<file path="src/rtl/shift_add_multiplier.sv">
// Multi-cycle shift-and-add multiplier for MULT/MULTU (HI/LO unit), one partial product per cycle.
// Optional MADD/MADDU accumulation into {hi,lo} is enabled by defining MULT_MADD_EN.
module shift_add_multiplier #(
  parameter int unsigned WIDTH = 32
) (
  input  logic             clk,
  input  logic             rst_n,
  input  logic             start_i,
  input  logic             is_signed_i,
  input  logic [WIDTH-1:0] op_a_i,
  input  logic [WIDTH-1:0] op_b_i,
  input  logic             madd_i,
  output logic             busy_o,
  output logic             done_o,
  output logic [WIDTH-1:0] hi_o,
  output logic [WIDTH-1:0] lo_o
);

  localparam int unsigned CntW = (WIDTH > 1) ? $clog2(WIDTH) : 1;
  localparam logic [CntW-1:0] CntInit = CntW'(WIDTH - 1);

  typedef enum logic [1:0] {StIdle, StRun, StFix, StDone} state_e;

  state_e             state_q, state_d;
  logic [CntW-1:0]    cnt_q, cnt_d;
  logic [WIDTH-1:0]   mcand_q, mcand_d;
  logic [WIDTH-1:0]   mplier_q, mplier_d;
  logic [2*WIDTH-1:0] acc_q, acc_d;
  logic               neg_q, neg_d;
  logic [WIDTH-1:0]   hi_q, hi_d;
  logic [WIDTH-1:0]   lo_q, lo_d;
  logic               load;
  logic [WIDTH:0]     sum;
  logic [2*WIDTH-1:0] prod;
  logic [2*WIDTH-1:0] result;

`ifdef MULT_MADD_EN
  logic madd_q, madd_d;
`else
  logic unused_madd;
  assign unused_madd = madd_i;
`endif

  // Carry out of the upper-half add is kept and shifted back into the accumulator.
  assign sum  = {1'b0, acc_q[2*WIDTH-1:WIDTH]} + {1'b0, (mplier_q[0] ? mcand_q : '0)};
  assign prod = neg_q ? -acc_q : acc_q;

`ifdef MULT_MADD_EN
  assign result = madd_q ? ({hi_q, lo_q} + prod) : prod;
`else
  assign result = prod;
`endif

  always_comb begin
    state_d  = state_q;
    cnt_d    = cnt_q;
    mcand_d  = mcand_q;
    mplier_d = mplier_q;
    acc_d    = acc_q;
    neg_d    = neg_q;
    hi_d     = hi_q;
    lo_d     = lo_q;
    load     = 1'b0;
`ifdef MULT_MADD_EN
    madd_d   = madd_q;
`endif

    unique case (state_q)
      StIdle: load = start_i;
      StRun: begin
        acc_d    = {sum, acc_q[WIDTH-1:1]};
        mplier_d = mplier_q >> 1;
        if (cnt_q == '0) begin
          state_d = StFix;
        end else begin
          cnt_d = cnt_q - 1'b1;
        end
      end
      StFix: begin
        {hi_d, lo_d} = result;
        state_d      = StDone;
      end
      StDone: begin
        load    = start_i;
        state_d = StIdle;
      end
      default: state_d = StIdle;
    endcase

    // Operands are captured only from IDLE/DONE, so start during RUN/FIX is ignored.
    if (load) begin
      state_d  = StRun;
      cnt_d    = CntInit;
      mcand_d  = (is_signed_i && op_a_i[WIDTH-1]) ? -op_a_i : op_a_i;
      mplier_d = (is_signed_i && op_b_i[WIDTH-1]) ? -op_b_i : op_b_i;
      neg_d    = is_signed_i & (op_a_i[WIDTH-1] ^ op_b_i[WIDTH-1]);
      acc_d    = '0;
`ifdef MULT_MADD_EN
      madd_d   = madd_i;
`endif
    end
  end

  always_ff @(posedge clk or negedge rst_n) begin
    if (!rst_n) begin
      state_q  <= StIdle;
      cnt_q    <= '0;
      mcand_q  <= '0;
      mplier_q <= '0;
      acc_q    <= '0;
      neg_q    <= 1'b0;
      hi_q     <= '0;
      lo_q     <= '0;
`ifdef MULT_MADD_EN
      madd_q   <= 1'b0;
`endif
    end else begin
      state_q  <= state_d;
      cnt_q    <= cnt_d;
      mcand_q  <= mcand_d;
      mplier_q <= mplier_d;
      acc_q    <= acc_d;
      neg_q    <= neg_d;
      hi_q     <= hi_d;
      lo_q     <= lo_d;
`ifdef MULT_MADD_EN
      madd_q   <= madd_d;
`endif
    end
  end

  assign busy_o = (state_q == StRun) || (state_q == StFix);
  assign done_o = (state_q == StDone);
  assign hi_o   = hi_q;
  assign lo_o   = lo_q;

endmodule

</file>
<file path="config.mk">
export PLATFORM = sky130hd
export DESIGN_NAME = shift_add_multiplier
export DESIGN_NICKNAME = d
export VERILOG_FILES = /design/src/rtl/shift_add_multiplier.sv
export SDC_FILE = /design/constraint.sdc
export NUM_CORES = 1
export LEC_CHECK = 0
export BUFFER_PORTS_ARGS = -buffer_cell sky130_fd_sc_hd__buf_2
export CORE_MARGIN = 2
export CORE_UTILIZATION = 41
export DETAILED_ROUTE_END_ITERATION = 10
export SLEW_MARGIN = 20
export SYNTH_ARGS = -nofsm -noshare
export SYNTH_HDL_FRONTEND = slang
export SYNTH_SLANG_ARGS = --single-unit
</file>
<file path="constraint.sdc">
create_clock -name clk -period 3.35 [get_ports clk]
set_input_delay 0.5025 -clock clk [delete_from_list [all_inputs] [get_ports clk]]
set_output_delay 0.5025 -clock clk [all_outputs]
set_load 0.005 [all_outputs]
</file>
Word-level counts from Yosys, hierarchy flattened
Index checks and enable logic that the tools add are counted.

storage, ports and cells
  flip-flop bits (word level) = 200
  bits of input ports = 69
  output and inout port bits = 66

cells by class
  add/sub/neg operators = 5
  equality and inequality tests = 5
  muxes and demuxes = 15
  bitwise logic cells = 2
  reduce and logical (&&, ||, !) cells = 10

operators by type and width
  kind                 number
  $mux 64              3
  $mux 32              5
  $neg 32->32          2
  $neg 64->64          1
  $add 32x32->33       1
  $mux 5               3
  $pmux 2 s3           1
  $logic_not 5->1      1
  $sub 5x1->5 const B  1
  $eq 2x2->1 const B   2
  $mux 2               2
  $reduce_and 2->1     2
  $reduce_bool 4->1    1
  $ne 3x3->1 const B   1
  $eq 2x1->1 const B   1
  $logic_and 1x1->1    2
  $logic_not 2->1      1
  $ne 2x2->1 const B   1
  $reduce_bool 2->1    1
  $reduce_or 2->1      1
  $and 1x1->1          1
  $logic_or 1x1->1     1
  $mux 1               1
  $xor 1x1->1          1

Logic depth before layout (Yosys ltp)
Gate-level depths: netlist of run 1.

  word-level depth = 5
  gate-level depth with buffers = 13
  mapped depth without buffers = 12

Worst setup path before layout of run 1
OpenSTA, ideal clock, no wires.

  kind = register -> register
  start = reg acc_q[5]
  end = reg hi_q[4] (netlist: hi_o[4])
  arrival = 3.212 ns
  data required time = 3.213 ns
  path slack = 0.001 ns
  cell stages (with the launch flop) = 11
  buffers on the path = 2
  cell sequence = dfrtp_1 -> or4_4 -> or4_4 -> or4_1 -> buf_2 -> or3_1 -> buf_6 -> or3_4 -> o41ai_2 -> xor2_1 -> a21oi_1

between the ends
  longest elaborated chain between the ends = 2

RTL lines
  what                    line  source
  from (decl)             28    logic [2*WIDTH-1:0] acc_q, acc_d;
  from (signal assigned)  110   acc_q <= '0;
  from (signal assigned)  122   acc_q <= acc_d;
  $neg 64->64             46    assign prod = neg_q ? -acc_q : acc_q;
  $mux 64                 46
  to (signal assigned)    124   hi_q <= hi_d;
  to (decl)               30    logic [WIDTH-1:0] hi_q, hi_d;

No other way between the ends.
A chain may end at the register's enable or synchronous reset.

Final worst setup path of run 1
Same ends and word-level chain as after synthesis.

==> results of run 1 <==
through the flow:
stage               setup slack [ns]  setup TNS (ns)  total power, mW  hold slack, ns
global placement              0.0489               0             11.5           0.455
floorplan                    0.00134               0             9.24           0.207
global route                 -0.0189         -0.0189             15.1           0.213
detailed placement          -0.00457        -0.00457             11.7           0.463
finish                        0.0944               0             13.9           0.159
CTS                          -0.0209         -0.0634             13.9           0.187
sequential cells by signal, summed over array words and instances, names as in the netlist:
name      flops
acc_q        64
hi_o         32
lo_o         32
mcand_q      32
mplier_q     32
cnt_q         5
state_q       2
neg_q         1
path summary, 6_finish.rpt:
path                                to  slack [ns]        start  cells after the start
min in group clk           mplier_q[0]        0.35    op_b_i[0]                      3
min reg2reg                mcand_q[20]        0.47  mcand_q[20]                      2
max reg2reg                    hi_o[4]        0.09     acc_q[5]                      8
max                            hi_o[4]        0.09     acc_q[5]                      8
min                           lo_o[22]        0.16        rst_n                      1
max in group asynchronous      hi_o[9]        2.40        rst_n                      2
kinds of logic after synthesis:
group / after synthesis / share of synthesized area, %
flip-flops: 200 / 40.8
multiplexers: 74 / 6.04
XOR/XNOR: 144 / 10.3
AO/OA/AOI/OAI: 355 / 17.4
buffers and inverters: 110 / 3.43
AND/OR/NAND/NOR: 457 / 17.7
adder cells (fa/ha/maj): 43 / 4.44
Yosys cell counts, drive strengths merged (24+ instances only):
| cell type | n | area [um2] |
|---|---|---|
| a21oi | 117 | 586 |
| o21ai | 112 | 561 |
| nand3 | 24 | 120 |
| xnor2 | 59 | 517 |
| nor2 | 156 | 586 |
| clkbuf | 66 | 248 |
| ha | 42 | 526 |
| and2 | 38 | 238 |
| dfrtp | 200 | 5000 |
| xor2 | 85 | 744 |
| inv | 35 | 131 |
| o31ai | 29 | 218 |
| nand2 | 123 | 462 |
| mux2i | 73 | 731 |
worst reg2reg max path, stage by stage (launching register included):
cell     delay [ns]
dfrtp_1        0.38
or4_4          0.55
or4_4          0.46
or4_4          0.47
or3_1          0.38
or3_4          0.39
o41ai_4        0.24
xor2_1         0.18
a21oi_1        0.08
final cells by class:
class / instances / share of cell area (%)
multi-input combinational: 1073 / 48.8
sequential: 200 / 35.2
timing repair buffer: 178 / 7.37
tap: 390 / 3.43
clock buffer: 19 / 3.18
clock inverter: 13 / 1.12
inverter: 36 / 0.949
power groups by stage:
stage,clock (mW),combinational [mW],sequential [mW]
2_1_floorplan,0,5.13,4.11
4_1_cts,2.20,7.32,4.34
6_report,2.15,7.39,4.34
5_1_grt,2.30,8.30,4.49
3_3_place_gp,0,7.15,4.35
3_5_place_dp,0,7.27,4.38
repair_timing:
action                                  4_1_cts  5_1_grt
buffers inserted                              0        1
hold buffers                                  0        0
endpoints found under the setup margin        3       21
gates cloned                                  0        0
resized for setup                             2       11
endpoints found under the hold margin         0        0
layer usage:
| layer | global-route usage [%] | up-vias |
|---|---|---|
| met3 | 2.49 | 18 |
| met2 | 31.2 | 210 |
| met4 | 4.27 | 0 |
| met1 | 27.3 | 4811 |
| li1 | - | 5117 |
| met5 | 0 | - |
==> flow_summary_export.csv, run 1 <==
group,metric,value,unit
outcome,run_status,"completed",
setup_path,crit_buf_inv,0,
clocking,cts-buffers-inserted,17,
setup_path,max_stage_delay,0.55,ns
final_layout,multiInputGateArea,6940,um2
placed_design,port_buffers,133,
global_routing,grt_pass1_wl,48900,um
setup_path,path_class,"register to register",
placed_design,dp.cells,1876,
synthesis,synth-seq-cells,200,
detailed_routing,dr.pass1.iters,4,
synthesis,syn_avg_cell_area,8.88,um2
detailed_routing,met2_wirelength,13700,um
power,p_comb_share,53.2,%
final_layout,synthToLayoutAreaGrowth,15.9,%
power,ir_drop,0.512,mV
clocking,path_clk_slew,0.07,ns
synthesis,synth_cell_types,58,
detailed_routing,num_vias,10200,
synthesis,yosysWarnings,0,
setup_path,end_kind,"register",
setup_path,cp_slowest_cell,"or4_4",
detailed_routing,highest_layer,"met4",
detailed_routing,vias_per_cell,5.32,
clocking,cts_buffer_depth,2,
detailed_routing,drt_iter0_drc,581,
floorplan,dieArea,31400,um2
final_layout,stdcell_count,1909,
timing,maxSlewHeadroom,33.7,%
floorplan,initial_core_util,41.5,%
detailed_routing,drc,0,
synthesis,yosysSeqAreaShare,40.8,%
power,power_switching,6.10,mW
timing,fmax,307,MHz
placed_design,dp_hpwl,21700,um
global_routing,antenna_found_initial,0,
timing,hold_viol_final,0,
timing,finalSetupViolCount,0,
global_routing,first_global_vias,9689,
power,sequentialPowerShare,31.3,%
final_layout,seqCellArea,5010,um2
placed_design,place_area,13600,um2
final_layout,nets,1618,
setup_path,startpoint_type,"register",
floorplan,fp.dieW,177,um
power,p_per_area,975,nW/um2
timing,period_minus_slack,3.26,ns
run,maxCapViolCount,0,
synthesis,syn-cell-area,12300,um2
timing,drv_slew,0,
synthesis,postSynthCellCount,1383,
timing,fin_worst_skew,0.0159,ns
detailed_routing,drt_wl_total,29600,um
detailed_routing,wire_per_inst,15.5,um
synthesis,synth-main-ff-cell,"dfrtp_1",
setup_path,path_delay_family,"simple AND/OR/NAND/NOR gates",
power,pwr-share-clk,15.5,%
clocking,cts_tree,"yes",
clocking,cts_sinks,200,
setup_path,cp.required,3.66,ns
setup_path,worstPathCellList,"or4_4 > or4_4 > or4_4 > or3_1 > or3_4 > o41ai_4 > xor2_1 > a21oi_1",
timing,tightestPinTransition,0.982,ns
floorplan,die_h,177,um
global_routing,grt-ovfl-total,0,
power,leakagePower,6.48,nW
hold_path,holdCritPathClass,"primary input to async pin",
detailed_routing,postRouteAntennaNets,0,
final_layout,layout_commonest_cell,"dfrtp_1",
placed_design,place.gp.congestion,0.909,
detailed_routing,dr_wl_met3,1200,um
setup_path,path_max_fanout,4,
final_layout,fill_cells,2879,
global_routing,grt_usage,19.2,%
clocking,worstSkewPairLatency,0.43,ns
power,swShare,44.0,%
timing,fin_crit_sh,97.2,%
clocking,htreeDepth,4,
floorplan,core,29600,um2
final_layout,final_util,48.2,%
clocking,clockRootBuffer,"clkbuf_16",
final_layout,drive_gt1_share,15.5,%
floorplan,std_cell_rows,63,
synthesis,synth-edff-count,0,
detailed_routing,drt-met1-wl,14500,um
final_layout,final_cell_mix,"dfrtp_1, nor2_1, buf_2",
setup_path,cpMostUsedCell,"or4_4",
global_routing,grt_max_degree,97,
setup_path,arrival,3.56,ns
power,power.internal,7.78,mW
floorplan,io_pins,135,
synthesis,syn_nets,1495,
final_layout,num_antenna_cells,0,
final_layout,design_area,14200,um2
synthesis,synth-async-reset-ratio,100,%
Note: power is estimated with default switching activity, not from simulation.
==> inputs of run 2 (changes only) <==
clock period = 3.4 ns   (was 3.35 ns; I/O delays follow)
==> run 2 against run 1 <==
Against the previous run: combinational power down 3.0%; clock-buffer cell count rose by 1; global-route usage decreased by 0.17 points; clock skew increased by 0.0013 ns; final cell count is 0.21% lower; sequential share of layout area grew 0.20 points; die area did not move; register-to-register slack improved by 0.03 ns; critical path type unchanged; largest cell class unchanged; highest routed layer unchanged.
==> flow_summary_export.csv, run 2 (synthesis gave the netlist of run 1 again) <==
group,metric,value,unit
global_routing,grt-ovfl-total,0,
global_routing,first_global_vias,9489,
placed_design,place_area,13500,um2
floorplan,io_pins,135,
timing,drv_slew,0,
power,ir_drop,0.470,mV
placed_design,port_buffers,133,
setup_path,arrival,3.58,ns
setup_path,path_class,"register to register",
placed_design,dp.cells,1872,
final_layout,final_util,47.9,%
detailed_routing,drt_iter0_drc,560,
timing,fin_worst_skew,0.0172,ns
timing,hold_viol_final,0,
timing,finalSetupViolCount,0,
floorplan,fp.dieW,177,um
clocking,path_clk_slew,0.08,ns
final_layout,num_antenna_cells,0,
clocking,cts_sinks,200,
detailed_routing,wire_per_inst,15.5,um
clocking,cts_buffer_depth,2,
clocking,clockRootBuffer,"clkbuf_16",
detailed_routing,vias_per_cell,5.33,
global_routing,antenna_found_initial,0,
floorplan,initial_core_util,41.5,%
final_layout,synthToLayoutAreaGrowth,15.2,%
setup_path,startpoint_type,"register",
detailed_routing,num_vias,10200,
final_layout,stdcell_count,1905,
final_layout,final_cell_mix,"dfrtp_1, nor2_1, buf_2",
setup_path,cp_slowest_cell,"or4_4",
floorplan,core,29600,um2
clocking,cts_tree,"yes",
detailed_routing,drt_wl_total,29500,um
timing,fin_crit_sh,96.3,%
setup_path,path_delay_family,"simple AND/OR/NAND/NOR gates",
detailed_routing,drc,0,
placed_design,dp_hpwl,21400,um
run,maxCapViolCount,0,
setup_path,r2r_slack,0.13,ns
setup_path,cp.required,3.71,ns
setup_path,rr_worst_depth,8,
setup_path,crit_buf_inv,0,
timing,fmax,305,MHz
floorplan,dieArea,31400,um2
final_layout,largest_register_ffs,64,
power,leakagePower,6.45,nW
final_layout,design_area,14200,um2
outcome,run_status,"completed",
clocking,worstSkewPairLatency,0.44,ns
timing,period_minus_slack,3.27,ns
setup_path,cpMostUsedCell,"or4_4",
setup_path,max_stage_delay,0.56,ns
timing,setup_tns,0,ns
placed_design,place.gp.congestion,0.935,
clocking,htreeDepth,4,
setup_path,worst_r2r_endpoint,"hi_o[4]",
clocking,cts-buffers-inserted,17,
clocking,cts_hold_buffers,0,
timing,maxSlewHeadroom,26.6,%
setup_path,reg2reg_from,"acc_q[5]",
power,p_per_area,959,nW/um2
global_routing,grt_usage,19.0,%
setup_path,path_max_fanout,4,
hold_path,holdCritPathClass,"primary input to async pin",
floorplan,std_cell_rows,63,
power,p_total,13.6,mW
final_layout,drive_gt1_share,14.9,%
final_layout,top_register,"acc_q",
timing,tightestPinTransition,1.09,ns
setup_path,worstPathCellList,"or4_4 > or4_4 > or4_4 > or3_1 > or3_4 > o41ai_2 > xor2_1 > a21oi_1",
floorplan,die_h,177,um
global_routing,grt_max_degree,87,
detailed_routing,postRouteAntennaNets,0,
detailed_routing,dr.pass1.iters,5,
global_routing,grt_pass1_wl,48200,um
setup_path,end_kind,"register",
final_layout,layout_commonest_cell,"dfrtp_1",
final_layout,nets,1614,
run 2: changes by cell type in the layout (fill, tap and decap cells not counted), moves of 2 or more:
| cell | delta |
|---|---|
| buf_4 | -4 |
| inv_8 | -3 |
| clkinvlp_4 | -2 |
| o21ai_1 | -2 |
| clkbuf_1 | +2 |
| o21ai_0 | +2 |
| clkinv_4 | +3 |
run 2: worst max-delay path by stage:
stage / start / endpoint / slack [ns] / depth (start not counted)
final: acc_q[5] / hi_o[4] / 0.13 / 8
after global routing: acc_q[5] / hi_o[3] / -0.008 / 8
after CTS: acc_q[5] / hi_o[4] / 0.06 / 8
after detailed placement: acc_q[5] / hi_o[23] / 0.003 / 9
after global placement: acc_q[5] / hi_o[23] / -0.003 / 9
after floorplan: acc_q[5] / hi_o[4] / 0.05 / 10
run 2: through the flow:
stage / setup WS, ns / hold WS [ns]
after floorplan: 0.0513 / 0.214
after global placement: -0.00313 / 0.454
after detailed placement: 0.00304 / 0.458
after CTS: 0.0650 / 0.171
after global routing: -0.00761 / 0.187
final: 0.126 / 0.137
run 2: final cells by class:
type,count,area [um2]
clock buffer,20,447
clock inverter,12,141
fill,2898,15400
inverter,36,135
multi-input combinational,1073,6920
sequential,200,5010
tap,390,488
timing repair buffer,174,1020
run 2: layer usage:
layer / wire length (um) / global-route usage (%) / vias to the layer above / part of all wire (%)
met3: 1220 / 3.07 / 19 / 4.1
met5: 0 / 0 / - / 0
li1: - / - / 5126 / -
met4: 299 / 3.96 / 0 / 1.0
met1: 14700 / 26.9 / 4813 / 50
met2: 13300 / 30.7 / 192 / 45
run 2: repair_timing:
| item | in CTS | in global routing |
|---|---|---|
| pin swaps | 1 | 0 |
| setup buffers | 1 | 0 |
| resized for setup | 1 | 5 |
| endpoints found under the hold margin | 0 | 0 |
| setup endpoints to repair | 2 | 13 |
run 2: worst register-to-register path: stages, from the launching register on:
cell     delay (ns)
dfrtp_1        0.38
or4_4          0.56
or4_4          0.45
or4_4          0.47
or3_1          0.39
or3_4          0.38
o41ai_2        0.24
xor2_1         0.19
a21oi_1        0.09
run 2: where the power goes:
part / switching, mW / leakage, nW / internal [mW] / total [mW]
logic: 4.10 / 3.66 / 3.07 / 7.17
clock network: 0.954 / 0.287 / 1.12 / 2.07
registers: 0.914 / 2.50 / 3.42 / 4.33
==> inputs of run 3 (changes only) <==
RECOVER_POWER = 25   (was not set)
==> run 3 against run 2 <==
Against the previous run: the flow now finishes with violations (max-capacitance violations, max-slew violations); routed wire length about the same; sequential power hardly changed; first-iteration DRC count decreased by 1.1%; clock skew hardly changed; total power is essentially flat; global-route usage is the same; non-clock buffer count unchanged; flip-flop and latch count unchanged; sequential share of layout area rose by 0.053 points; critical path depth did not move; combinational power hardly changed; largest cell class unchanged.
==> flow_summary_export.csv, run 3 (synthesis gave the netlist of run 1 again) <==
group,metric,value,unit
outcome,run_status,"finished with violations",
outcome,violations,"max-capacitance violations, max-slew violations",
timing,hold_viol_final,0,
floorplan,initial_core_util,41.5,%
detailed_routing,postRouteAntennaNets,0,
global_routing,grt-ovfl-total,0,
floorplan,fp.dieW,177,um
clocking,cts_tree,"yes",
timing,tightestPinTransition,2.25,ns
floorplan,io_pins,135,
final_layout,synthToLayoutAreaGrowth,15.1,%
run,maxCapViolCount,1,
setup_path,path_class,"register to register",
floorplan,die_h,177,um
clocking,cts_buffer_depth,2,
timing,fin_crit_sh,96.3,%
final_layout,stdcell_count,1905,
hold_path,holdCritPathClass,"primary input to register",
global_routing,first_global_vias,9489,
timing,period_minus_slack,3.27,ns
setup_path,startpoint_type,"register",
detailed_routing,num_vias,10200,
global_routing,grt_max_degree,87,
final_layout,nets,1614,
clocking,cts_sinks,200,
power,leakagePower,6.44,nW
setup_path,reg2reg_from,"acc_q[5]",
floorplan,std_cell_rows,63,
clocking,cts_hold_buffers,0,
detailed_routing,vias_per_cell,5.33,
detailed_routing,dr.pass1.iters,5,
clocking,path_clk_slew,0.08,ns
clocking,worstSkewPairLatency,0.44,ns
floorplan,dieArea,31400,um2
timing,fmax,305,MHz
setup_path,path_max_fanout,4,
setup_path,arrival,3.58,ns
final_layout,largest_register_ffs,64,
final_layout,num_antenna_cells,0,
global_routing,grt_usage,19.0,%
setup_path,cp.required,3.71,ns
setup_path,end_kind,"register",
setup_path,worst_r2r_endpoint,"hi_o[4]",
timing,drv_slew,87,
clocking,cts-buffers-inserted,17,
detailed_routing,drt_iter0_drc,554,
placed_design,dp.cells,1872,
final_layout,top_register,"acc_q",
setup_path,startpoint,"acc_q[5]",
power,p_per_area,960,nW/um2
power,ir_drop,0.470,mV
global_routing,antenna_found_initial,0,
placed_design,dp_hpwl,21400,um
final_layout,final_cell_mix,"dfrtp_1, nor2_1, buf_2",
timing,finalSetupViolCount,0,
global_routing,grt_pass1_wl,48200,um
timing,maxSlewHeadroom,-49.8,%
setup_path,r2r_slack,0.13,ns
clocking,clockRootBuffer,"clkbuf_16",
timing,fin_worst_skew,0.0175,ns
detailed_routing,drt_wl_total,29500,um
timing,timing.hold.ws,0.343,ns
placed_design,port_buffers,133,
detailed_routing,wire_per_inst,15.5,um
final_layout,layout_commonest_cell,"dfrtp_1",
setup_path,rr_worst_depth,8,
floorplan,core,29600,um2
clocking,htreeDepth,4,
final_layout,drive_gt1_share,14.9,%
setup_path,setup.worst_path.end,"hi_o[4]",
final_layout,fill_cells,2900,
placed_design,place.gp.congestion,0.935,
detailed_routing,drc,0,
==> run 3: cell types whose count changed in the layout (fill, tap and decap cells not counted) <==
cell,before,now
buf_12,3,2
clkbuf_2,0,1
clkbuf_4,0,1
clkbuf_8,2,1
==> run 3: stage by stage <==
step / cell area, um2 / worst slack [ns] / total power, mW / setup TNS [ns] / util [%]
2_1_floorplan: 12300 / 0.0513 / 9.10 / 0 / -
3_3_place_gp: 13500 / -0.00313 / 11.3 / -0.00313 / 45.8
3_5_place_dp: 13500 / 0.00304 / 11.5 / 0 / 45.8
4_1_cts: 14100 / 0.0650 / 13.6 / 0 / 47.8
5_1_grt: 14100 / -0.00761 / 14.7 / -0.00761 / 47.8
6_report: 14100 / 0.126 / 13.6 / 0 / 47.8
==> run 3: metal layers <==
metal,routed length (um),GRT usage (%)
met1,14600,26.9
met2,13300,30.7
met3,1230,3.07
met4,299,3.96
met5,0,0
==> run 3: critical path, stage by stage (launching register included) <==
cell     delay (ns)
dfrtp_1        0.38
or4_4          0.56
or4_4          0.45
or4_4          0.47
or3_1          0.39
or3_4          0.38
o41ai_2        0.24
xor2_1         0.19
a21oi_1        0.09
==> run 3: repair_timing <==
| action | in CTS | in global routing |
|---|---|---|
| pin swaps | 1 | 0 |
| setup buffers | 1 | 0 |
| resized for setup | 1 | 5 |
| setup endpoints to repair | 2 | 13 |
| gates cloned | 0 | 0 |
==> run 3: final cells by class <==
class,count,area (um2),share of cell area [%]
multi-input combinational,1073,6920,48.9
sequential,200,5010,35.4
timing repair buffer,174,998,7.07
tap,390,488,3.45
clock buffer,20,447,3.16
clock inverter,12,141,1.00
inverter,36,135,0.956
==> run 3: power by group <==
group	internal, mW	total, mW	switching (mW)
Combinational	3.07	7.17	4.10
Sequential	3.42	4.33	0.914
Clock	1.12	2.07	0.954
Total	7.60	13.6	5.97
==> run 3: how the worst min path moves through the flow <==
stage,from,endpoint,slack (ns),cells past startpoint
floorplan,rst_n,acc_q[0],0.21,0
global placement,mcand_q[6],mcand_q[6],0.45,2
detailed placement,mcand_q[31],mcand_q[31],0.46,2
CTS,rst_n,lo_o[23],0.17,1
global route,op_a_i[1],mcand_q[1],0.34,3
finish,op_a_i[1],mcand_q[1],0.34,3
